--- src/rtl/input_conditioner.sv ---
// -----------------------------------------------------------------------------
// input_conditioner
//
// Front end for WIDTH asynchronous, active-high board inputs (buttons and
// switches) in the cpu_clk domain. Each channel has:
//   - a 2-flop synchronizer,
//   - a debouncer that only changes state after PULSE_CNT_MAX consecutive
//     agreeing samples, with the same filtering for press and release,
//   - single-cycle press/release event pulses,
//   - an optional hold-to-repeat mode, enabled per channel by REPEAT_EN.
// One sample tick is shared by all channels. It fires once every
// SAMPLE_CNT_MAX clocks.
//
// Ports
//   clk      : cpu_clk. All logic runs on the rising edge.
//   rst      : synchronous active-high reset.
//   in       : raw asynchronous inputs, active-high.
//   level    : debounced state. It is 1 while the channel is pressed or
//              repeating.
//   pressed  : 1-cycle pulse on each debounced rising edge.
//   released : 1-cycle pulse on each debounced falling edge.
//   rpt      : 1-cycle pulse for each auto-repeat event. This is the
//              "repeat" output; it is named rpt because repeat is a reserved
//              word in SystemVerilog.
//
// All outputs are registered. They change in the cycle after the sample tick
// that decides them.
// -----------------------------------------------------------------------------
module input_conditioner #(
    parameter int unsigned      WIDTH          = 4,
    parameter int unsigned      SAMPLE_CNT_MAX = 25_000,
    parameter int unsigned      PULSE_CNT_MAX  = 200,
    parameter int unsigned      HOLD_CNT_MAX   = 1000,
    parameter int unsigned      REPEAT_CNT_MAX = 200,
    parameter logic [WIDTH-1:0] REPEAT_EN      = {WIDTH{1'b0}}
) (
    input  logic             clk,
    input  logic             rst,
    input  logic [WIDTH-1:0] in,
    output logic [WIDTH-1:0] level,
    output logic [WIDTH-1:0] pressed,
    output logic [WIDTH-1:0] released,
    output logic [WIDTH-1:0] rpt
);

    localparam int unsigned TICK_W = $clog2(SAMPLE_CNT_MAX);
    localparam int unsigned ON_W   = $clog2(PULSE_CNT_MAX + 1);
    localparam int unsigned HOLD_W = $clog2(HOLD_CNT_MAX + 1);
    localparam int unsigned RPT_W  = $clog2(REPEAT_CNT_MAX + 1);

    localparam logic [TICK_W-1:0] TICK_LAST = TICK_W'(SAMPLE_CNT_MAX - 1);
    localparam logic [TICK_W-1:0] TICK_ONE  = TICK_W'(1'b1);
    localparam logic [TICK_W-1:0] TICK_ZERO = {TICK_W{1'b0}};
    localparam logic [ON_W-1:0]   ON_TOP    = ON_W'(PULSE_CNT_MAX);
    localparam logic [ON_W-1:0]   ON_ONE    = ON_W'(1'b1);
    localparam logic [ON_W-1:0]   ON_ZERO   = {ON_W{1'b0}};
    localparam logic [HOLD_W-1:0] HOLD_TOP  = HOLD_W'(HOLD_CNT_MAX);
    localparam logic [HOLD_W-1:0] HOLD_ONE  = HOLD_W'(1'b1);
    localparam logic [HOLD_W-1:0] HOLD_ZERO = {HOLD_W{1'b0}};
    localparam logic [RPT_W-1:0]  RPT_TOP   = RPT_W'(REPEAT_CNT_MAX);
    localparam logic [RPT_W-1:0]  RPT_ONE   = RPT_W'(1'b1);
    localparam logic [RPT_W-1:0]  RPT_ZERO  = {RPT_W{1'b0}};

    typedef enum logic [1:0] {
        ST_IDLE    = 2'd0,
        ST_PRESSED = 2'd1,
        ST_REPEAT  = 2'd2
    } state_t;

    logic [WIDTH-1:0]  sync1_r;
    logic [WIDTH-1:0]  sync2_r;
    logic [TICK_W-1:0] tick_cnt_r;
    logic              tick_s;

    // Two-stage synchronizer. The raw input goes straight into the first flop.
    always_ff @(posedge clk) begin
        if (rst) begin
            sync1_r <= {WIDTH{1'b0}};
            sync2_r <= {WIDTH{1'b0}};
        end else begin
            sync1_r <= in;
            sync2_r <= sync1_r;
        end
    end

    // Shared sample-tick divider. It counts 0..SAMPLE_CNT_MAX-1 and wraps.
    always_ff @(posedge clk) begin
        if (rst) begin
            tick_cnt_r <= TICK_ZERO;
        end else if (tick_cnt_r == TICK_LAST) begin
            tick_cnt_r <= TICK_ZERO;
        end else begin
            tick_cnt_r <= tick_cnt_r + TICK_ONE;
        end
    end

    assign tick_s = (tick_cnt_r == TICK_LAST);

    for (genvar i = 0; i < WIDTH; i++) begin : g_ch
        state_t            state_r, state_s;
        logic [ON_W-1:0]   on_r, on_s, on_inc_s;
        logic [ON_W-1:0]   off_r, off_s, off_inc_s;
        logic [HOLD_W-1:0] hold_r, hold_s, hold_inc_s;
        logic [RPT_W-1:0]  rpt_cnt_r, rpt_cnt_s, rpt_inc_s;
        logic              pressed_s, released_s, rpt_s;
        logic              level_r, pressed_r, released_r, rpt_r;

        // Next-state and event decode. Nothing moves except on a sample tick.
        always_comb begin
            state_s    = state_r;
            on_s       = on_r;
            off_s      = off_r;
            hold_s     = hold_r;
            rpt_cnt_s  = rpt_cnt_r;
            pressed_s  = 1'b0;
            released_s = 1'b0;
            rpt_s      = 1'b0;
            // Saturating increments. The counters never wrap back into range.
            on_inc_s   = (on_r == ON_TOP) ? on_r : on_r + ON_ONE;
            off_inc_s  = (off_r == ON_TOP) ? off_r : off_r + ON_ONE;
            hold_inc_s = (hold_r == HOLD_TOP) ? hold_r : hold_r + HOLD_ONE;
            rpt_inc_s  = (rpt_cnt_r == RPT_TOP) ? rpt_cnt_r : rpt_cnt_r + RPT_ONE;

            if (tick_s) begin
                case (state_r)
                    ST_IDLE: begin
                        if (sync2_r[i]) begin
                            if (on_inc_s == ON_TOP) begin
                                state_s   = ST_PRESSED;
                                pressed_s = 1'b1;
                                on_s      = ON_ZERO;
                                off_s     = ON_ZERO;
                                hold_s    = HOLD_ZERO;
                                rpt_cnt_s = RPT_ZERO;
                            end else begin
                                on_s = on_inc_s;
                            end
                        end else begin
                            on_s = ON_ZERO;
                        end
                    end
                    ST_PRESSED, ST_REPEAT: begin
                        // A low sample is checked first. This gives release
                        // priority over repeat.
                        if (!sync2_r[i]) begin
                            if (off_inc_s == ON_TOP) begin
                                state_s    = ST_IDLE;
                                released_s = 1'b1;
                                on_s       = ON_ZERO;
                                off_s      = ON_ZERO;
                                hold_s     = HOLD_ZERO;
                                rpt_cnt_s  = RPT_ZERO;
                            end else begin
                                off_s = off_inc_s;
                            end
                        end else begin
                            off_s = ON_ZERO;
                            if (state_r == ST_PRESSED) begin
                                if ((REPEAT_EN[i] == 1'b1) && (hold_inc_s == HOLD_TOP)) begin
                                    state_s   = ST_REPEAT;
                                    rpt_s     = 1'b1;
                                    hold_s    = HOLD_ZERO;
                                    rpt_cnt_s = RPT_ZERO;
                                end else begin
                                    // With repeat disabled, hold_cnt simply
                                    // sits at its saturated value.
                                    hold_s = hold_inc_s;
                                end
                            end else begin
                                if (rpt_inc_s == RPT_TOP) begin
                                    rpt_s     = 1'b1;
                                    rpt_cnt_s = RPT_ZERO;
                                end else begin
                                    rpt_cnt_s = rpt_inc_s;
                                end
                            end
                        end
                    end
                    default: begin
                        state_s   = ST_IDLE;
                        on_s      = ON_ZERO;
                        off_s     = ON_ZERO;
                        hold_s    = HOLD_ZERO;
                        rpt_cnt_s = RPT_ZERO;
                    end
                endcase
            end else begin
                state_s = state_r;
            end
        end

        // State, counters and registered outputs. A reset aborts without a
        // release event.
        always_ff @(posedge clk) begin
            if (rst) begin
                state_r    <= ST_IDLE;
                on_r       <= ON_ZERO;
                off_r      <= ON_ZERO;
                hold_r     <= HOLD_ZERO;
                rpt_cnt_r  <= RPT_ZERO;
                level_r    <= 1'b0;
                pressed_r  <= 1'b0;
                released_r <= 1'b0;
                rpt_r      <= 1'b0;
            end else begin
                state_r    <= state_s;
                on_r       <= on_s;
                off_r      <= off_s;
                hold_r     <= hold_s;
                rpt_cnt_r  <= rpt_cnt_s;
                level_r    <= (state_s != ST_IDLE);
                pressed_r  <= pressed_s;
                released_r <= released_s;
                rpt_r      <= rpt_s;
            end
        end

        assign level[i]    = level_r;
        assign pressed[i]  = pressed_r;
        assign released[i] = released_r;
        assign rpt[i]      = rpt_r;
    end

endmodule

--- config.mk ---
export PLATFORM = sky130hd
export DESIGN_NAME = input_conditioner
export DESIGN_NICKNAME = d
export VERILOG_FILES = /design/src/rtl/input_conditioner.sv
export SDC_FILE = /design/constraint.sdc
export NUM_CORES = 1
export LEC_CHECK = 0
export BUFFER_PORTS_ARGS = -buffer_cell sky130_fd_sc_hd__buf_2
export CORE_ASPECT_RATIO = 0.6
export CORE_MARGIN = 3
export CORE_UTILIZATION = 26
export DETAILED_ROUTE_END_ITERATION = 10
export GPL_ROUTABILITY_DRIVEN = 0
export GPL_TIMING_DRIVEN = 0
export HOLD_SLACK_MARGIN = 0.06
export SLEW_MARGIN = 20
export SYNTH_ARGS = -nofsm -noshare
export SYNTH_HDL_FRONTEND = slang
export SYNTH_SLANG_ARGS = --single-unit
--- constraint.sdc ---
create_clock -name clk -period 3.85 [get_ports clk]
set_clock_uncertainty 0.15 [all_clocks]
set_input_delay 0 -clock clk [delete_from_list [all_inputs] [get_ports clk]]
set_output_delay 0 -clock clk [all_outputs]
set_load 0.02 [all_outputs]
**After elaboration in Yosys (flattened, before gate mapping)**

Index checks and enable logic that the tools add are counted.

- Output and inout bits: 16
- Register bits after elaboration: 143
- Word-level logic and storage cells: 259
- Input bits: 6

- Reduce and logical (&&, ||, !) cells: 37
- Equality and inequality tests: 57
- Mux-type cells: 104
- $add $sub $neg: 13
- Bitwise logic cells: 13

Operator list:

| cell | number |
|---|---|
| $mux 8 | 56 |
| $eq 8x8->1 const B | 24 |
| $pmux 8 s2 | 12 |
| $add 8x1->8 const B | 12 |
| $mux 2 | 20 |
| $ne 2x2->1 const B | 16 |
| $reduce_or 4->1 | 8 |
| $ne 3x3->1 const B | 8 |
| $reduce_and 3->1 | 8 |
| $reduce_and 5->1 | 4 |
| $reduce_or 5->1 | 4 |
| $pmux 2 s2 | 4 |
| $add 15x1->15 const B | 1 |
| $eq 15x15->1 const B | 1 |
| $not 1->1 | 13 |
| $mux 1 | 12 |
| $reduce_or 2->1 | 5 |
| $eq 2x1->1 const B | 4 |
| $eq 2x2->1 const B | 4 |
| $logic_not 2->1 | 4 |
| $reduce_bool 2->1 | 4 |

**Depth between registers and ports, before layout**

- Depth after elaboration: 8
- Gate-level depth with buffers: 12
- Mapped depth without buffers: 9

**Worst setup path before layout**

OpenSTA, ideal clock, no wires.

- Path kind: register to register
- From: register g_ch[0].off_r[0]
- To: register g_ch[0].rpt_cnt_r[0]
- Clock period less this slack: 2.865 ns
- Path buffers: 3
- Data required time: 3.621 ns
- Setup time: 0.079 ns
- Slack: 0.985 ns
- Arrival time: 2.635 ns
- Cell stages (with the launch flop): 13
- Cell sequence: dfxtp_1 clkbuf_2 inv_1 ha_1 nand4bb_1 or2_1 buf_6 a2111o_1 o31a_1 a211o_1 buf_6 or2_4 a211oi_2

- Cells in the longest elaborated chain, start to end: 5
- Elaborated cells on any way between the ends: 6
- Those cells by class: add/sub: 1; eq/ne: 3; mux: 1; reduce/logical: 1

RTL lines:

| element | RTL line | source |
|---|---|---|
| from (decl) | 102 | `logic [ON_W-1:0] off_r, off_s, off_inc_s;` |
| from (signal assigned) | 208 | `off_r <= off_s;` |
| $add 8x1->8 / $eq 8x8->1 (equally long branches) | 120 | `off_inc_s = (off_r == ON_TOP) ? off_r : off_r + ON_ONE;` |
| $mux 8 * | 120 |  |
| $eq 8x8->1 * | 146 | `if (off_inc_s == ON_TOP) begin` |
| $ne 3x3->1 (no line) * | n/a |  |
| $reduce_and 5->1 (no line) * | n/a |  |
| to (signal assigned) | 210 | `rpt_cnt_r <= rpt_cnt_s;` |
| to (decl) | 104 | `logic [RPT_W-1:0] rpt_cnt_r, rpt_cnt_s, rpt_inc_s;` |

Mark *: on every way between the ends. The rest lies on a longest branch, timed or not.
A chain may end at the register's enable or synchronous reset.

**Worst setup path after layout**

- From: register tick_cnt_r[0]
- To: register g_ch[1].rpt_cnt_r[1]

- Cells in the longest elaborated chain, start to end: 2

RTL lines:

| element | RTL line | source |
|---|---|---|
| from (decl) | 72 | `logic [TICK_W-1:0] tick_cnt_r;` |
| from (signal assigned) | 93 | `tick_cnt_r <= tick_cnt_r + TICK_ONE;` |
| $eq 15x15->1 | 97 | `assign tick_s = (tick_cnt_r == TICK_LAST);` |
| $reduce_and 5->1 (no line) | n/a |  |
| to (signal assigned) | 210 |  |
| to (decl) | 104 |  |

Every way passes these cells.

==> results by group <==
Clock network
  – CTS root buffer: clkbuf_16
  – Post-CTS Resized: 0
  – CTS tree: yes
  – Clock Latency Late Sink: 440 ps
  – Clock Pin Slew Worst Setup and Hold Paths: 60 ps
  – CTS sink count: 143
  – # Post-CTS Setup Buffers: 0
  – CTS Buf Count: 17
  – Max clock buf depth: 2
  – H-tree depth: 4

Logic synthesis
  – Post-synthesis mux area share: 0.492%
  – Synth Area in Compound Gates: 21.3%
  – EDFF count, synth: 0
  – Top cells by area, synth: dfxtp_1 32%, ha_1 5.2%, a21oi_1 4.8%
  – Synth Area in XOR/XNOR: 4.52%
  – Sequential fraction of the synthesis area: 32.1%
  – Main combinational cell family by area after synthesis: simple AND/OR/NAND/NOR gates
  – Synthesized-area fraction occupied by adder cells: 5.20%
  – Syn Inst Count: 1,137
  – Predominant post-synthesis flop cell: dfxtp_1
  – Number of synthesized register bits: 143
  – Synth Warn #: 0
  – Synth async-reset ratio: 0%
  – Syn Nets: 1,180
  – Synth area leader: dfxtp_1
  – Unique masters post-synth: 85
  – Post-synth top area share: 32.1%
  – Synthesized cell area: 8910 µm²
  – Synth Area in Simple Gates: 29.8%
  – Synth Area per Inst: 7.84 µm²

GRT
  – Total congestion overflow: 0
  – GRT Overall Usage: 13.6%
  – Number of global-route vias before repair: 7,466
  – Pin count of the biggest net entering global routing: 17
  – First-pass GRT wire length: 40,400 µm
  – Initial antenna violation count: 0

Floorplanning
  – Core Rows: 51
  – Core footprint: 33,100 µm²
  – Die ar.: 36,600 µm²
  – Die height: 149 µm
  – Boundary pin count: 22
  – Initial Utilization: 26.9%
  – Die Span X: 245 µm

STA
  – Pins over their slew limit: 0
  – Final worst path period need: 3510 ps
  – RSZ-0062 raised after global routing: false
  – Final Hold Vio Count: 0
  – Least-Margin Pin Slew: 1000 ps
  – Fmax: 285 MHz
  – Final WS setup: 336 ps
  – Post-route setup TNS: 0 ps
  – Endpoints failing setup: 0
  – Fin crit share: 91.3%
  – Slew HR: 33.3%

Worst setup path
  – Worst Setup End Kind: register
  – Critical Path RT: 4050 ps
  – CP Max Fanout: 10
  – Worst R2R Setup Slack: 340 ps
  – CP Launch Type: register
  – Kind of critical path: register to register
  – Worst endpoint data arrival time: 3720 ps

Routing
  – Post-route ant nets: 0
  – DR WL/cell: 14.9 µm
  – Vias: 8,566
  – Drt drc: 0
  – Drt via density: 5.21
  – Detailed Routing Iterations Pass 1: 6
  – WL final: 24,500 µm
  – Starting DRC count in detailed routing: 913

Place
  – Pre-CTS setup slack: 428 ps
  – Dpl hpwl: 18,000 µm
  – IO buf count: 21
  – Cell Area, Placed: 9580 µm²

Pwr
  – Pleak: 0.00335 µW
  – Power Density: 309 nW/µm²
  – Total Power: 3140 µW
  – VDD IR max: 0.000314 V

Worst hold path
  – Worst Hold Class: input port to register

Finish
  – Design area: 10,200 µm²
  – Layout cell share with drive strength beyond 1: 9.55%
  – Layout Nets: 1,225
  – P&R area growth vs syn: 14.2%
  – Final Core Density: 30.7%
  – Number of diodes: 0

Job
  – Max_cap viols: 0

Status
  – Status: completed
==> critical path, cell delays in order (launching register included) <==
cell and delay (ps):
dfxtp_1 370, ha_1 250, and4bb_1 230, nand4_1 530
clkbuf_1 500, o32ai_1 560, clkbuf_1 480, nand4_1 170
a21oi_1 180
==> synth_stat cells (all sizes together) (5+ instances only) <==
| cell type | n |
|---|---|
| or2 | 10 |
| nand3 | 79 |
| and3 | 21 |
| nor4b | 5 |
| o21ai | 63 |
| or3 | 22 |
| or4 | 11 |
| or4b | 5 |
| o21a | 6 |
| a211o | 5 |
| clkbuf | 45 |
| a21oi | 87 |
| o32a | 5 |
| xnor2 | 28 |
| a31oi | 17 |
| o41ai | 9 |
| xor2 | 18 |
| nor3 | 34 |
| nand3b | 13 |
| and2 | 11 |
| nand4 | 26 |
| dfxtp | 143 |
| nand2b | 9 |
| nor2b | 22 |
| or3b | 6 |
| nor2 | 98 |
| o32ai | 6 |
| o31ai | 5 |
| nand2 | 91 |
| buf | 23 |
| nand4b | 5 |
| inv | 57 |
| nor4 | 11 |
| ha | 37 |
| a211oi | 11 |
| a2111oi | 6 |
| o211ai | 8 |
==> what timing repair did <==
item | CTS | global route
endpoints found under the hold margin | 25 | 0
setup endpoints to repair | 0 | 0
hold buffers | 5 | 0
==> logic make-up after synthesis <==
group | Yosys count
and+or+nand+nor | 496
xor gates and xnor gates | 46
AOI/OAI and AO/OA | 284
muxes | 4
adders and majority gates | 37
DFF | 143
buffers and inverters | 127
==> power breakdown <==
part	internal, µW	leakage (µW)	switching (µW)
logic	19.9	0.00193	56.0
clock network	932	0.000271	643
registers	1490	0.00115	4.91
==> cells in the final DEF, fill, tap and decap left out, types with 28 or more instances in the layout <==
cell type and count:
nand3_1 79, clkbuf_1 48, inv_1 57, nor2_1 98, o21ai_0 62, nor3_1 33
xnor2_1 28, ha_1 37, nand2_1 91, dfxtp_1 143, a21oi_1 85
==> metal layers <==
layer  wire [µm]  part of all wire, %  GRT usage, %
met3        1800                  7.3          3.22
met1       13100                   53          21.6
met4         280                  1.1          3.27
met2        9350                   38          18.0
met5           0                    0             0
==> metrics by stage <==
step | hold WS (ps) | std cells
6_report | 161 | 1644
5_1_grt | 165 | 1644
4_1_cts | 143 | 1644
3_5_place_dp | 76.5 | 1608
3_3_place_gp | 78.1 | 1608
2_1_floorplan | -21.8 | 1137
==> final timing paths <==
kind	startpoint	to	cells past startpoint
min	in[2]	sync1_r[2]	3
min reg2reg	sync1_r[3]	sync2_r[3]	1
max reg2reg	tick_cnt_r[0]	g_ch[1].rpt_cnt_r[1]	8
max	tick_cnt_r[0]	g_ch[1].rpt_cnt_r[1]	8
==> final cells by class <==
class                   count  area (µm²)
fillers                  3523       22900
well taps                 450         563
inverters                  58         218
multi-input cells         867        5460
repair buffers             26         155
clock inverters             6        58.8
clock buffers              25         485
plain buffers              69         367
flip-flops and latches    143        2860
==> state kept, by name, summed over array words and instances (netlist names), 8 cells and up <==
signal	count
g_ch.state_r	8
g_ch.off_r	32
g_ch.rpt_cnt_r	32
tick_cnt_r	15
g_ch.on_r	32
(Power assumes the default switching activity.)
